`src/rtl/rpsc_pkg.sv`:
```
// Shared definitions for the RPSC fault controller.
//   fault_ctrl_state_t : controller FSM states
//   N_FAULTS           : number of latched fault lines (FF17..FF24)
//   DEF_*_CYC          : default timing constants in clock cycles
package rpsc_pkg;

  localparam int unsigned N_FAULTS          = 8;
  localparam int unsigned DEF_RST_PULSE_CYC = 4;
  localparam int unsigned DEF_HOLDOFF_CYC   = 8;
  localparam int unsigned DEF_LAMP_CYC      = 16;

  typedef enum logic [2:0] {
    IDLE      = 3'd0,
    FAULT     = 3'd1,
    RST_PULSE = 3'd2,
    HOLDOFF   = 3'd3,
    LAMP      = 3'd4
  } fault_ctrl_state_t;

endpackage

```
`src/rtl/rpsc_prio_enc8.sv`:
```
// 8-bit priority encoder, lowest set index wins.
//   vec   : input vector
//   idx   : index of the lowest set bit (0 when vec == 0)
//   valid : at least one bit of vec is set
module rpsc_prio_enc8 (
  input  logic [7:0] vec,
  output logic [2:0] idx,
  output logic       valid
);

  always_comb begin
    idx   = '0;
    valid = 1'b0;
    for (int unsigned i = 0; i < 8; i++) begin
      if (vec[i] && !valid) begin
        idx   = 3'(i);
        valid = 1'b1;
      end
    end
  end

endmodule

```
`src/rtl/rpsc_fault_ctrl.sv`:
```
// RPSC first-fault capture, fault-reset pulse and lamp-test controller.
//   clk, reset       : clock, asynchronous active-high reset
//   fault_la         : latched fault lines FF17..FF24 (bit0 = FF17)
//   reset_req        : operator fault-reset request (level, edge detected)
//   lamp_req         : operator lamp-test request (level, edge detected)
//   reset_hold_error : clear pulse to the hold-error latches
//   LA_Test          : lamp-test drive to the latches
//   first_fault      : index of the first captured fault
//   first_valid      : first_fault holds a valid capture
//   any_fault        : registered OR of fault_la
//   trip_count       : saturating count of first-fault captures
module rpsc_fault_ctrl
  import rpsc_pkg::*;
#(
  parameter int unsigned RST_PULSE_CYC = DEF_RST_PULSE_CYC,
  parameter int unsigned HOLDOFF_CYC   = DEF_HOLDOFF_CYC,
  parameter int unsigned LAMP_CYC      = DEF_LAMP_CYC
) (
  input  logic                clk,
  input  logic                reset,
  input  logic [N_FAULTS-1:0] fault_la,
  input  logic                reset_req,
  input  logic                lamp_req,
  output logic                reset_hold_error,
  output logic                LA_Test,
  output logic [2:0]          first_fault,
  output logic                first_valid,
  output logic                any_fault,
  output logic [7:0]          trip_count
);

  fault_ctrl_state_t state_q, state_d;
  logic [7:0] cnt_q, cnt_d;
  logic       reset_req_q, lamp_req_q;
  logic       lamp_ret_q, lamp_ret_d;   // 1: LAMP was entered from FAULT
  logic [2:0] first_fault_q, first_fault_d;
  logic       first_valid_q, first_valid_d;
  logic [7:0] trip_count_q, trip_count_d;
  logic       any_fault_q;

  logic       rst_edge, lamp_edge;
  logic [2:0] enc_idx;
  logic       enc_valid;

  rpsc_prio_enc8 u_enc (
    .vec   (fault_la),
    .idx   (enc_idx),
    .valid (enc_valid)
  );

  assign rst_edge  = reset_req & ~reset_req_q;
  assign lamp_edge = lamp_req  & ~lamp_req_q;

  always_comb begin
    state_d       = state_q;
    cnt_d         = cnt_q;
    lamp_ret_d    = lamp_ret_q;
    first_fault_d = first_fault_q;
    first_valid_d = first_valid_q;
    trip_count_d  = trip_count_q;

    unique case (state_q)
      IDLE, FAULT: begin
        // Reset edge beats lamp edge; either beats a same-cycle capture.
        if (rst_edge) begin
          state_d       = RST_PULSE;
          cnt_d         = 8'(RST_PULSE_CYC - 1);
          first_valid_d = 1'b0;
        end else if (lamp_edge) begin
          state_d    = LAMP;
          cnt_d      = 8'(LAMP_CYC - 1);
          lamp_ret_d = (state_q == FAULT);
        end else if (state_q == IDLE && enc_valid) begin
          state_d       = FAULT;
          first_fault_d = enc_idx;
          first_valid_d = 1'b1;
          if (trip_count_q != 8'hFF) trip_count_d = trip_count_q + 8'd1;
        end
      end
      RST_PULSE: begin
        if (cnt_q == '0) begin
          state_d = HOLDOFF;
          cnt_d   = 8'(HOLDOFF_CYC - 1);
        end else begin
          cnt_d = cnt_q - 8'd1;
        end
      end
      HOLDOFF: begin
        if (cnt_q == '0) begin
          if (enc_valid) begin
            state_d       = FAULT;
            first_fault_d = enc_idx;
            first_valid_d = 1'b1;
            if (trip_count_q != 8'hFF) trip_count_d = trip_count_q + 8'd1;
          end else begin
            state_d = IDLE;
          end
        end else begin
          cnt_d = cnt_q - 8'd1;
        end
      end
      LAMP: begin
        if (cnt_q == '0) state_d = lamp_ret_q ? FAULT : IDLE;
        else             cnt_d   = cnt_q - 8'd1;
      end
      default: state_d = IDLE;
    endcase
  end

  always_ff @(posedge clk or posedge reset) begin
    if (reset) begin
      state_q       <= IDLE;
      cnt_q         <= '0;
      reset_req_q   <= 1'b0;
      lamp_req_q    <= 1'b0;
      lamp_ret_q    <= 1'b0;
      first_fault_q <= '0;
      first_valid_q <= 1'b0;
      trip_count_q  <= '0;
      any_fault_q   <= 1'b0;
    end else begin
      state_q       <= state_d;
      cnt_q         <= cnt_d;
      reset_req_q   <= reset_req;
      lamp_req_q    <= lamp_req;
      lamp_ret_q    <= lamp_ret_d;
      first_fault_q <= first_fault_d;
      first_valid_q <= first_valid_d;
      trip_count_q  <= trip_count_d;
      any_fault_q   <= |fault_la;
    end
  end

  // Moore decode from the state flop, so reset drops both immediately.
  assign reset_hold_error = (state_q == RST_PULSE);
  assign LA_Test          = (state_q == LAMP);
  assign first_fault      = first_fault_q;
  assign first_valid      = first_valid_q;
  assign any_fault        = any_fault_q;
  assign trip_count       = trip_count_q;

endmodule

```
`config.mk`:
```
export PLATFORM = sky130hd
export DESIGN_NAME = rpsc_fault_ctrl
export DESIGN_NICKNAME = d
export VERILOG_FILES = /design/src/rtl/rpsc_pkg.sv /design/src/rtl/rpsc_prio_enc8.sv /design/src/rtl/rpsc_fault_ctrl.sv
export SDC_FILE = /design/constraint.sdc
export NUM_CORES = 1
export LEC_CHECK = 0
export CORE_ASPECT_RATIO = 1.75
export CORE_MARGIN = 4
export CORE_UTILIZATION = 32
export DETAILED_ROUTE_END_ITERATION = 6
export SYNTH_ARGS = -nofsm -noshare
export SYNTH_HDL_FRONTEND = slang
export SYNTH_SLANG_ARGS = --single-unit
```
`constraint.sdc`:
```
create_clock -name clk -period 5.5 [get_ports clk]
set_input_delay 1.65 -clock clk [delete_from_list [all_inputs] [get_ports clk]]
set_output_delay 1.65 -clock clk [all_outputs]
set_load 0.005 [all_outputs]
```
==> metrics.txt <==
WHS Path Cells 1; site row count 32; Starting Density 33.0%; first-pass GRT wire length between 6000 and 7000 um; Post-CTS Setup Bufs 0; Synth cell types 42; Seq/Total Area, Yosys 47.0%; largest family of logic cells by synthesized area simple AND/OR/NAND/NOR gates; worst-case clock skew 0.00125 ns; Post-synth EDFFs 0; clock root cell clkbuf_8; DP HPWL 2720 um; status completed; DR vias/cell 5.28; layout cells sized above 1 6.78%; number of buffers created by CTS 3; Worst Path Required between 5 and 6 ns; initial DRC count 9; clock-pin slew on the worst setup and hold paths 0.09 ns; clock sinks 27; mux share of post-synthesis cell area 2.35%; Syn Area/Cell 9.72 um2; reg2reg start cnt_q[0]$_DFFE_PP0P_; DR pass1 iterations 4; I/O Pins 27; Filler cells approximately 450; Async SR Flop Fraction 100%; Min-Delay Endpoint cnt_q[0]$_DFFE_PP0P_; Die Ht 96.7 um; antenna violations before repair 0; routed via count 1,203; Synth Area in XOR/XNOR 6.09%; total of max-cap violations 0; synthesized net count 163; f_max 277 MHz; synthesized flop and latch total 27; Worst Min Path Start cnt_q[0]$_DFFE_PP0P_; count of pins over their slew limit 0; RSZ-0062 raised after global routing no; final hold violation count 0; largest net degree at the start of global routing 28; Post-layout nets approximately 190; R2R cell count 6; total gr overflow 0; Worst EP arrival around 3.8 ns; Synth-to-Final Area Change 25.2%; crit start category primary input; Setup TNS Final 0 ns; Leak 0.734 nW; Hold WC Path Type register to register; die extent in x ~60 um; Final Cell Area 0.00180 mm2; diode count 0; final setup fails 0; minimum clock period 3.61 ns; port bufs 26; clk_lat worst skew roughly 0.27 ns; CTS resizes 0; vias in the first global route 1,323; cell area power density 415 mW/mm2; VDD IR max 0.216 mV; critical path class primary input to register; RD Place Congestion between 0.8 and 0.9; Primary FF master, synth dfrtp_1; CP max FO 7; netlist area before placement around 0.0014 mm2; Post-CTS Hold Fix Bufs 0; CTS Buffer Depth 2; Die Area 0.00568 mm2; post-synthesis compound-gate area fraction 17.0%; Final Cycle Share 65.7%; most frequent cells in the layout dfrtp_1, clkdlybuf4s50_1, nor2_1, nand2_1, a21oi_1; simple-gate share of the synthesized area roughly 23%; Synth Area in Adders 2.61%; commonest non-fill, non-tap cell in the layout dfrtp_1; remaining routing DRC violations 0; register-to-register setup slack 3.13 ns; Post-DP Area 0.00176 mm2; CTS tree built; Mapped Cells 148; Crit. End Element register; routed length per instance 15.2 um; Slew HR a little under a third; final wirelength 3460 um; core footprint 0.00436 mm2; Syn. warnings 0; Final ANT Viol Nets 0; total global-route track usage 13.9%; reg-to-reg endpoint trip_count[1]$_DFFE_PP0P_; Slew @ Worst Pin approximately 1.0 ns; H-tree depth 1
synth_stat cells (2+ instances only):
cell type / n / share of area, %
nor2_1: 17 / 4.4
ha_1: 3 / 2.6
xnor2_1: 9 / 5.5
dfrtp_1: 27 / 47
a31oi_1: 4 / 1.7
nor2b_1: 4 / 1.7
nand4_1: 3 / 1.3
a21oi_1: 11 / 3.8
mux2_2: 3 / 2.3
nand2_1: 11 / 2.9
inv_1: 7 / 1.8
o21ai_0: 8 / 2.8
and2_1: 2 / 0.87
nand2b_1: 3 / 1.3
and3_1: 2 / 0.87
or4_1: 2 / 1.0
nor3_1: 2 / 0.70
nand3_1: 6 / 2.1
worst max-delay path by stage:
stage                     startpoint                         to  slack [ns]  depth (start not counted)
after global routing       reset_req  trip_count[1]$_DFFE_PP0P_        1.79                          5
after detailed placement   reset_req  trip_count[1]$_DFFE_PP0P_        1.57                          5
after global placement     reset_req  trip_count[5]$_DFFE_PP0P_        1.66                          6
after floorplan            reset_req  trip_count[1]$_DFFE_PP0P_        2.19                          4
final                      reset_req  trip_count[1]$_DFFE_PP0P_        1.89                          5
after CTS                  reset_req  trip_count[1]$_DFFE_PP0P_        1.87                          5
critical path: stages:
cell	delay, ns
clkdlybuf4s50_1	0.43
nor2b_1	0.21
or4_4	0.53
a2111oi_4	0.56
mux2_2	0.39
power breakdown:
part / switching (mW) / internal [mW]
registers: 0.0667 / 0.264
logic: 0.144 / 0.158
clock network: 0.0634 / 0.0508
through the flow:
step           setup slack [ns]  std cells  utilization [%]  power (mW)  hold WS [ns]
2_1_floorplan              2.19        148                -       0.508         0.462
3_3_place_gp               1.66        224             40.2       0.624         0.483
3_5_place_dp               1.57        224             40.2       0.638         0.490
4_1_cts                    1.87        228             41.3       0.755         0.505
5_1_grt                    1.79        228             41.3       0.810         0.546
6_report                   1.89        228             41.3       0.748         0.507
logic make-up (layout without fill, tap and decap cells):
family                   count (synthesis)  count (layout)
buffers and inverters                    8              37
multiplexers                             3               3
XOR/XNOR                                10              10
AO/OA/AOI/OAI                           36              36
AND/OR/NAND/NOR                         61              61
adder cells (fa/ha/maj)                  3               3
flip-flops                              27              27
layout make-up:
type | instances | area, um2 | area share (%)
clock buffer | 3 | 41.3 | 2.29
tap | 51 | 63.8 | 3.54
inverter | 7 | 26.3 | 1.46
clock inverter | 1 | 5.00 | 0.278
timing repair buffer | 26 | 260 | 14.4
sequential | 27 | 676 | 37.5
multi-input combinational | 113 | 729 | 40.5
state kept, by name, indices dropped and copies added, names as in the netlist:
register	flops
state_q	3
reset_req_q	1
any_fault	1
lamp_ret_q	1
lamp_req_q	1
trip_count	8
first_valid	1
cnt_q	8
first_fault	3
metal layers:
metal | track usage, % | up-vias | routed length, um
li1 | - | 588 | -
met4 | 4.89 | 0 | 70
met3 | 2.67 | 6 | 105
met5 | 0 | - | 0
met2 | 25.8 | 19 | 2000
met1 | 14.9 | 590 | 1290
(Power assumes the default switching activity.)
